==> config.mk <==
export PLATFORM = sky130hd
export DESIGN_NAME = game_flow_ctrl
export DESIGN_NICKNAME = d
export VERILOG_FILES = /design/src/rtl/game_flow_ctrl.sv
export SDC_FILE = /design/constraint.sdc
export NUM_CORES = 1
export LEC_CHECK = 0
export ABC_CLOCK_PERIOD_IN_PS = 2009
export CORE_MARGIN = 4
export CORE_UTILIZATION = 35
export DETAILED_ROUTE_END_ITERATION = 8
export HOLD_SLACK_MARGIN = 0.12
export MAX_ROUTING_LAYER = met4
export PLACE_DENSITY = 0.58
export SETUP_SLACK_MARGIN = 0.02
export SLEW_MARGIN = 10
export SYNTH_ARGS = -nofsm -noshare
export SYNTH_HDL_FRONTEND = slang
export SYNTH_SLANG_ARGS = --single-unit
==> constraint.sdc <==
create_clock -name ClkPort -period 2.01 [get_ports ClkPort]
set_input_delay 0.201 -clock ClkPort [delete_from_list [all_inputs] [get_ports ClkPort]]
set_output_delay 0.201 -clock ClkPort [all_outputs]
set_load 0.01 [all_outputs]
==> src/rtl/game_flow_ctrl.sv <==
// ---------------------------------------------------------------------------
// game_flow_ctrl
//   Game sequencer between the VGA timing and the game-render datapath.
//   Debounces the start button, derives a once-per-frame tick from vSync,
//   runs the TITLE/PLAY/DYING/OVER/WIN state machine, owns lives and the
//   level countdown, gates motion in the render block and selects the value
//   shown on the 7-segment counter.
//
// Ports
//   ClkPort    in   1   system clock
//   Reset      in   1   synchronous active-high reset
//   vSync      in   1   VGA vertical sync, active-low, ClkPort domain
//   btn_start  in   1   raw start/jump button level
//   hit        in   1   1-cycle pulse: player killed
//   goal       in   1   1-cycle pulse: flag reached
//   score      in  16   current score from the render block
//   frame_tick out  1   1-cycle pulse per vSync falling edge
//   game_run   out  1   high only in PLAY (render block freezes when low)
//   respawn    out  1   1-cycle pulse: return player to start position
//   state      out  3   0 TITLE, 1 PLAY, 2 DYING, 3 OVER, 4 WIN
//   lives      out  3   remaining lives
//   time_left  out 10   remaining seconds
//   disp_num   out 16   value for the 7-segment counter
// ---------------------------------------------------------------------------
module game_flow_ctrl #(
   parameter int CLK_HZ          = 100_000_000,
   parameter int DEBOUNCE_CYCLES = 1_000_000,
   parameter int LIVES_INIT      = 3,
   parameter int TIME_INIT       = 300,
   parameter int DEATH_FRAMES    = 120
) (
   input  logic        ClkPort,
   input  logic        Reset,
   input  logic        vSync,
   input  logic        btn_start,
   input  logic        hit,
   input  logic        goal,
   input  logic [15:0] score,
   output logic        frame_tick,
   output logic        game_run,
   output logic        respawn,
   output logic [2:0]  state,
   output logic [2:0]  lives,
   output logic [9:0]  time_left,
   output logic [15:0] disp_num
);

   localparam logic [2:0] S_TITLE = 3'd0;
   localparam logic [2:0] S_PLAY  = 3'd1;
   localparam logic [2:0] S_DYING = 3'd2;
   localparam logic [2:0] S_OVER  = 3'd3;
   localparam logic [2:0] S_WIN   = 3'd4;

   // +1 keeps every counter at least one bit wide even for parameter value 1
   localparam int SEC_W = $clog2(CLK_HZ + 1);
   localparam int DB_W  = $clog2(DEBOUNCE_CYCLES + 1);
   localparam int DF_W  = $clog2(DEATH_FRAMES + 1);

   localparam logic [SEC_W-1:0] SEC_LAST = SEC_W'(CLK_HZ - 1);
   localparam logic [DB_W-1:0]  DB_LAST  = DB_W'(DEBOUNCE_CYCLES - 1);
   localparam logic [DF_W-1:0]  DF_LAST  = DF_W'(DEATH_FRAMES - 1);
   localparam logic [2:0]       LIVES_V  = 3'(LIVES_INIT);
   localparam logic [9:0]       TIME_V   = 10'(TIME_INIT);

   // ---------------- start button debounce ----------------
   logic [DB_W-1:0] db_cnt_reg;
   logic            db_level_reg;
   logic            db_prev_reg;
   logic            start_pulse_reg;

   always_ff @(posedge ClkPort) begin
      if (Reset) begin
         db_cnt_reg      <= '0;
         db_level_reg    <= 1'b0;
         db_prev_reg     <= 1'b0;
         start_pulse_reg <= 1'b0;
      end else begin
         db_prev_reg     <= db_level_reg;
         start_pulse_reg <= db_level_reg & ~db_prev_reg;
         if (btn_start != db_level_reg) begin
            // counter holds the number of earlier differing cycles, so the
            // level is taken on the DEBOUNCE_CYCLES-th consecutive one
            if (db_cnt_reg == DB_LAST) begin
               db_level_reg <= btn_start;
               db_cnt_reg   <= '0;
            end else begin
               db_cnt_reg   <= db_cnt_reg + 1'b1;
            end
         end else begin
            db_cnt_reg <= '0;
         end
      end
   end

   // ---------------- frame tick ----------------
   logic vs_prev_reg;
   logic frame_tick_reg;

   always_ff @(posedge ClkPort) begin
      if (Reset) begin
         vs_prev_reg    <= 1'b0;
         frame_tick_reg <= 1'b0;
      end else begin
         vs_prev_reg    <= vSync;
         frame_tick_reg <= vs_prev_reg & ~vSync;
      end
   end

   // ---------------- game state machine ----------------
   logic [2:0]       state_reg,   state_next;
   logic [2:0]       lives_reg,   lives_next;
   logic [9:0]       time_reg,    time_next;
   logic [SEC_W-1:0] sec_reg,     sec_next;
   logic [DF_W-1:0]  dfr_reg,     dfr_next;
   logic             respawn_reg, respawn_next;
   logic [15:0]      disp_reg,    disp_next;
   logic             sec_wrap;

   assign sec_wrap = (sec_reg == SEC_LAST);

   always_comb begin
      state_next   = state_reg;
      lives_next   = lives_reg;
      time_next    = time_reg;
      sec_next     = sec_reg;
      dfr_next     = dfr_reg;
      respawn_next = 1'b0;
      case (state_reg)
         S_TITLE: begin
            if (start_pulse_reg) begin
               state_next   = S_PLAY;
               time_next    = TIME_V;
               sec_next     = '0;
               respawn_next = 1'b1;
            end
         end
         S_PLAY: begin
            sec_next = sec_wrap ? '0 : sec_reg + 1'b1;
            if (sec_wrap && (time_reg != 10'd0))
               time_next = time_reg - 10'd1;
            // goal outranks a hit in the same cycle
            if (goal) begin
               state_next = S_WIN;
            end else if (hit || (sec_wrap && (time_reg == 10'd1))) begin
               state_next = S_DYING;
               dfr_next   = '0;
            end
         end
         S_DYING: begin
            if (frame_tick_reg) begin
               if (dfr_reg == DF_LAST) begin
                  lives_next = lives_reg - 3'd1;
                  if (lives_reg == 3'd1) begin
                     state_next = S_OVER;
                  end else begin
                     state_next   = S_PLAY;
                     time_next    = TIME_V;
                     respawn_next = 1'b1;
                  end
               end else begin
                  dfr_next = dfr_reg + 1'b1;
               end
            end
         end
         S_OVER, S_WIN: begin
            if (start_pulse_reg) begin
               state_next = S_TITLE;
               lives_next = LIVES_V;
               time_next  = TIME_V;
            end
         end
         default: state_next = S_TITLE;
      endcase
   end

   always_comb begin
      disp_next = 16'd0;
      case (state_reg)
         S_PLAY, S_OVER, S_WIN: disp_next = score;
         S_DYING:               disp_next = {13'b0, lives_reg};
         default:               disp_next = 16'd0;
      endcase
   end

   always_ff @(posedge ClkPort) begin
      if (Reset) begin
         state_reg   <= S_TITLE;
         lives_reg   <= LIVES_V;
         time_reg    <= TIME_V;
         sec_reg     <= '0;
         dfr_reg     <= '0;
         respawn_reg <= 1'b0;
         disp_reg    <= 16'd0;
      end else begin
         state_reg   <= state_next;
         lives_reg   <= lives_next;
         time_reg    <= time_next;
         sec_reg     <= sec_next;
         dfr_reg     <= dfr_next;
         respawn_reg <= respawn_next;
         disp_reg    <= disp_next;
      end
   end

   assign frame_tick = frame_tick_reg;
   assign game_run   = (state_reg == S_PLAY);
   assign respawn    = respawn_reg;
   assign state      = state_reg;
   assign lives      = lives_reg;
   assign time_left  = time_reg;
   assign disp_num   = disp_reg;

endmodule
# Word level (Yosys, flattened, before mapping)
# Index checks and enable logic that the tools add are counted.
# word_totals
reg_bits	92
out_inout_bits	35
wordCells	95
# classes
add_sub_neg	5
eq_ne	21
mux	32
bitwise_logic	5
n_reduce_logical	19
# ops
op	count
27-bit 2-to-1 mux	2
27-bit case mux with 2 select lines	1
10-bit 2-to-1 mux	5
16-bit case mux with 2 select lines	1
10-bit case mux with 3 select lines	1
7-bit 2-to-1 mux	4
27-bit by 1-bit adder with 27-bit output (second input constant)	1
27-bit == test (second input constant)	1
3-bit 2-to-1 mux	9
20-bit by 1-bit adder with 20-bit output (second input constant)	1
20-bit == test (second input constant)	1
2-bit inequality test (second input constant)	7
7-bit case mux with 2 select lines	1
3-bit case mux with 4 select lines	1
10-bit by 1-bit == test with 1-bit output (second input constant)	1
5-bit AND reduction	2
10-bit nonzero test	1
10-bit by 1-bit subtractor with 10-bit output (second input constant)	1
3-bit OR reduction	3
7-bit by 1-bit adder with 7-bit output (second input constant)	1
7-bit == test (second input constant)	1
3-bit by 1-bit == test with 1-bit output (second input constant)	2
3-bit by 2-bit == test with 1-bit output (second input constant)	2
2-bit by 1-bit inequality test with 1-bit output (second input constant)	3
other kinds (19)	29

# Logic depth before layout (Yosys ltp)
# Gate-level depths: netlist (run 1).
# depth
depth_word	6
depth_mapped	9
depth_no_buf	7

# Least setup slack after synthesis (run 1)
# Ideal clock, no wire load.
# synth_path
path_kind	register to register
startpoint	reg sec_reg[0]
endpoint	reg time_reg[6], in the netlist time_left[6]
setup_time_ps	92
arrival_time_ps	2140
setup_slack_ps	-222
path_stages_with_launch	8
path_buffers	1
period_less_slack_ps	2232
cell_sequence	dfxtp_1 -> ha_1 -> nand4_2 -> nor4_4 -> a21oi_2 -> or4_1 -> buf_2 -> o32ai_1
# synth_between
elab_chain_cells	4
# synth_rtl
item	line_no	rtl
from (decl)	113	logic [SEC_W-1:0] sec_reg, sec_next;
from (signal assigned)	198	sec_reg <= sec_next;
27-bit == test	119	assign sec_wrap = (sec_reg == SEC_LAST);
1-bit logical AND	139	if (sec_wrap && (time_reg != 10'd0))
2-bit by 1-bit inequality test with 1-bit output (no line)	-	
6-bit AND reduction (no line)	-	
to (signal assigned)	197	time_reg <= time_next;
to (decl)	112	logic [9:0] time_reg, time_next;
# No other way between the ends.
# A chain may end at the register's enable or synchronous reset.

# Worst setup path after layout (run 1)
# layout_path
startpoint	reg state_reg[1], in the netlist state[1]
endpoint	reg dfr_reg[6]
# layout_between
elab_chain_cells	3
# layout_rtl
item	line_no	rtl
from (decl)	110	logic [2:0] state_reg, state_next;
from (signal assigned)	195	state_reg <= state_next;
3-bit by 2-bit == test with 1-bit output / 3-bit by 1-bit == test with 1-bit output (equally long branches)	128	case (state_reg)
2-bit inequality test (no line), or another cell as far along	-	
5-bit AND reduction (no line)	-	
to (signal assigned)	199	dfr_reg <= dfr_next;
to (decl)	114	logic [DF_W-1:0] dfr_reg, dfr_next;
# Several ways; a longest one is shown, not always the timed one.

==> impl_metrics.toml, run 1 <==
[critical_path]
cp.arrival_ps = 2210
end_kind = "flop"
cp-start-kind = "flop"
worstPathMaxFanout = 5
criticalPathCategory = "reg2reg"
cp.required_ps = 2270

[timing]
holdWs_ps = 235.1
fin_skew_ps = 8.433
final_max_slew_viol_count = 0
min_period_ps = 1950
tightest_slew_ps = 637.0
rsz0062_at_grt = "yes"
hold_viol = 0
max_slew_margin_pct = 57.21
setup_viol = 0
fin_ws_ps = 60.01
maxClockFrequency_ghz = 0.5128
period_share_pct = 97.01
setup_tns_ps = 0

[floorplanning]
start_util_pct = 35.62
die_area_mm2 = 0.01472
coreArea_mm2 = 0.01262
die_h_um = 121.3
fp.dieW_um = 121.3
design.portCount = 57
row_count = 41

[synthesis]
ys_top_cells_by_count = "dfxtp_1, nor2_1, nand2_1"
synth_top_area_cell = "dfxtp_1"
synth_top_area_share_pct = 40.97
synth_warnings = 0
synth_enable_flop_cells = 0
ys_ff_latch = 92
synth_area_leaders = "dfxtp_1, nor2_1, nand2_1, a21oi_1, a311oi_1"
synth_nets = 572
netlist_area_mm2 = 0.004496
ys.flop_type = "dfxtp_1"
synthCells = 542
synth_cell_types = 57
synth_most_common_cell = "dfxtp_1"
postSynthAreaPerCell_um2 = 8.294
synthArstFlopShare_pct = 0
synth-seq-area-share_pct = 40.97

[final_layout]
drive_above_1_share_pct = 22.03
syn_to_final_growth_pct = 41.19
postLayoutCoreUtil_pct = 50.30
diodes = 0
fin_nets = 706
multi_input_area_mm2 = 0.002555
final_area_mm2 = 0.006347
layout.cells.non_filler = 853
largest_register_ff_count = 27
nFillCells = 1227
seqCellArea_mm2 = 0.001857

[route]
post-route-drc-count = 0
via_per_inst = 5.396
avgRoutedWirePerCell_um = 14.52
detail_route.wirelength_mm = 12.39
ant_nets = 0
drt_iter0_drc = 248
firstDrtPassIters = 5
vias = 4603

[grt]
grt_pass1_vias = 4461
grt_pass1_wl_mm = 20.72
grt_usage_pct = 17.47
antenna_found_initial = 0
grt_max_degree = 46
overflow = 0

[cts]
clk_path_buf_depth = 2
cts_hold_buf = 0
numCtsBuffers = 9
cts_tree = "done"
insertion_delay_ps = 350
htree_levels = 3
clk_pin_slew_ps = 70
clkSinkCount = 92
root_buffer = "clkbuf_16"

[pwr]
power_mw = 5.583
vdd_drop_max_uv = 476.6
p_per_area_mw_per_mm2 = 879.6
power.leakage_nw = 2.298

[placement]
dp_slack_ps = -161.4
port_buffers = 56
dp_cells = 830
gp_congestion = 0.8553
place_area_mm2 = 0.005869
place_hpwl_mm = 8.647

[flow_run]
drv_cap = 0

[run_status]
status = "finished clean"

[hold_path]
hp-class = "in2reg"
[path summary, 6_finish.rpt]
path / start / end / slack (ps) / cells past startpoint
hold / removal: Reset / disp_num[1] / 240 / 2
setup / recovery: state[1] / dfr_reg[6] / 60 / 5
hold reg to reg: db_prev_reg / start_pulse_reg / 390 / 1
setup reg to reg: state[1] / dfr_reg[6] / 60 / 5
[worst max-delay path, cell delays in order, from the launching register on]
cell and delay, ps:
dfxtp_4 370, or3b_4 400, a311o_1 330, nand4b_1 210
or4_1 470, o311ai_1 90
[per-layer routing]
layer | vias up | track usage (%) | part of all wire, % | wire, um
li1 | 2281 | - | - | -
met1 | 2199 | 21.66 | 45 | 5630
met5 | - | - | 0 | 0
met4 | 0 | 6.653 | 1.6 | 203
met3 | 19 | 2.937 | 3.6 | 445
met2 | 104 | 28.57 | 49 | 6109
[layout by cell type (no fill, tap or decap), types with 11 or more instances in the layout]
cell type	instances
buf_4	98
dfxtp_1	84
nor2_1	68
clkdlybuf4s50_1	54
nand2_1	38
a21oi_1	27
nand3_1	25
inv_1	20
nand4_1	18
o21ai_0	18
a311oi_1	15
and2_1	15
nor4_1	13
nor3_1	11
xnor2_1	11
[power by group]
group | internal (mW) | total (mW) | switching [mW] | leakage, nW
registers | 1.92 | 1.98 | 0.0576 | 0.748
logic | 0.850 | 1.89 | 1.04 | 1.41
clock network | 0.884 | 1.72 | 0.831 | 0.146
total | 3.66 | 5.58 | 1.93 | 2.30
[cell type report]
type,count,share of cell area (%)
Clock inverter,7,1.262
Inverter,20,1.183
Multi-Input combinational cell,396,40.25
Timing Repair Buffer,157,21.11
Clock buffer,9,3.548
Tap cell,172,3.390
Sequential cell,92,29.25
[timing repair]
action                                  4_1_cts  5_1_grt
resized for setup                             6       24
pin swaps                                     2       11
buffers inserted                              0        7
endpoints found under the setup margin       11       28
[cells by family (layout without fill, tap and decap cells)]
logic type / after synthesis / in the layout / synth area share, %
adders and majority gates: 8 / 8 / 2.227
buffers and inverters: 54 / 193 / 4.648
DFF: 92 / 92 / 40.97
muxes: 5 / 5 / 1.141
xor gates and xnor gates: 19 / 19 / 3.702
and+or+nand+nor: 246 / 246 / 29.28
AOI/OAI and AO/OA: 118 / 118 / 18.04
No activity file was read; power rests on OpenSTA's default activity.
==> run 2, diff against run 1 <==
- CORE_MARGIN: 4 -> unset
==> impl_metrics.toml, run 2 (synthesized netlist as in run 1, its figures left out) <==
[pwr]
p_seq_share_pct = 35.4
switching_share_pct = 34.29
power_frac_comb_pct = 34.0
power.leakage_nw = 2.295
power.share.clock_pct = 30.6
p_sw_mw = 1.923
vdd_drop_max_uv = 776.7
internal_power_mw = 3.685
p_per_area_mw_per_mm2 = 888.1

[route]
avgRoutedWirePerCell_um = 14.50
firstDrtPassIters = 4
drt_iter0_drc = 268
vias = 4543
via_per_inst = 5.320
post-route-drc-count = 0
ant_nets = 0
detail_route.wirelength_mm = 12.38

[critical_path]
cp-start-kind = "flop"
worstSetupStartpoint = "state[1]"
criticalPathCategory = "reg2reg"
crit_family = "simple AND/OR/NAND/NOR gates"
end_kind = "flop"
r2r_start = "state[1]"
crit_chain = "or3b_4 -> a311o_1 -> nand4b_1 -> or4_1 -> o311ai_1"
worstPathMaxFanout = 6
cpMaxStageDelayCell = "or4_1"
slowest_delay_ps = 480
critPathBufInv = 0
cp.required_ps = 2270
cp.arrival_ps = 2220

[timing]
setup_viol = 0
maxClockFrequency_ghz = 0.5099
fin_skew_ps = 5.356
holdWs_ps = 168.4
period_share_pct = 97.58
hold_viol = 0
tightest_slew_ps = 595.8
max_slew_margin_pct = 59.97
final_max_slew_viol_count = 0
min_period_ps = 1961
rsz0062_at_grt = "yes"

[final_layout]
diodes = 0
multi_input_area_mm2 = 0.002526
fin_nets = 707
largest_register_ff_count = 27
nFillCells = 1212
syn_to_final_growth_pct = 40.44
drive_above_1_share_pct = 21.70
mostFrequentLayoutCell = "buf_4"
layout.cells.non_filler = 854
seqCellArea_mm2 = 0.001856
layout_common_cells = "buf_4, dfxtp_1, nor2_1"

[grt]
grt_pass1_vias = 4331
grt_pass1_wl_mm = 20.15
grt_max_degree = 46
antenna_found_initial = 0
overflow = 0
grt_usage_pct = 19.76

[placement]
place_hpwl_mm = 8.682
port_buffers = 56
gp_congestion = 0.8218
dp_cells = 833

[floorplanning]
die_h_um = 115.3
design.portCount = 57
die_area_mm2 = 0.01330
row_count = 41
start_util_pct = 35.77
coreArea_mm2 = 0.01257
fp.dieW_um = 115.3

[cts]
clkSinkCount = 92
cts_hold_buf = 0
insertion_delay_ps = 350
cts_tree = "done"
root_buffer = "clkbuf_16"
clk_path_buf_depth = 2
clk_pin_slew_ps = 70
htree_levels = 3
numCtsBuffers = 9

[run_status]
status = "finished clean"

[hold_path]
hp-class = "in2reg"
worstHoldStart = "Reset"

[flow_run]
drv_cap = 0
run 2: final cells by class:
| cell class | count | share of cell area [%] |
|---|---|---|
| Timing Repair Buffer | 158 | 21.22 |
| Tap cell | 172 | 3.409 |
| Sequential cell | 92 | 29.39 |
| Inverter | 20 | 1.189 |
| Clock inverter | 7 | 1.209 |
| Clock buffer | 9 | 3.567 |
| Multi-Input combinational cell | 396 | 40.01 |
run 2: worst paths after layout:
path	cells after the start	slack [ps]	endpoint
setup / recovery	5	50	dfr_reg[6]
hold / removal	2	170	db_level_reg
setup reg to reg	5	50	dfr_reg[6]
hold reg to reg	1	390	start_pulse_reg
run 2: stage by stage:
step / util [%] / area [um^2] / TNS (ps) / power, mW / setup slack [ps]
6_report: 50.23 / 6314 / 0 / 5.607 / 48.72
5_1_grt: 50.23 / 6314 / -62.70 / 5.901 / -62.70
4_1_cts: 49.41 / 6210 / 0 / 5.522 / 8.613
3_5_place_dp: 46.88 / 5892 / -469.1 / 3.770 / -158.6
3_3_place_gp: 46.88 / 5892 / -305.9 / 3.745 / -101.6
2_1_floorplan: - / 4531 / -116.3 / 3.048 / -65.17
run 2: repair_timing:
item                       4_1_cts  5_1_grt
setup endpoints to repair       11       24
pin swaps                        1       11
cloned                           0        0
resized for setup                5       18
setup buffers                    0        5
run 2: routing by layer:
layer / vias up / wire length (um) / track usage [%]
met2: 81 / 5969 / 31.90
met4: 0 / 161 / 6.234
met5: - / 0 / -
li1: 2273 / - / -
met3: 12 / 451 / 4.744
met1: 2177 / 5796 / 24.21
run 2: power by group through the flow:
stage                     Clock, mW  Sequential [mW]  Combinational [mW]
after detailed placement          0             2.02                1.75
after floorplan                   0             2.05                1.00
after CTS                      1.76             1.98                1.78
after global routing           1.84             2.00                2.06
after global placement            0             2.01                1.73
final                          1.72             1.98                1.91
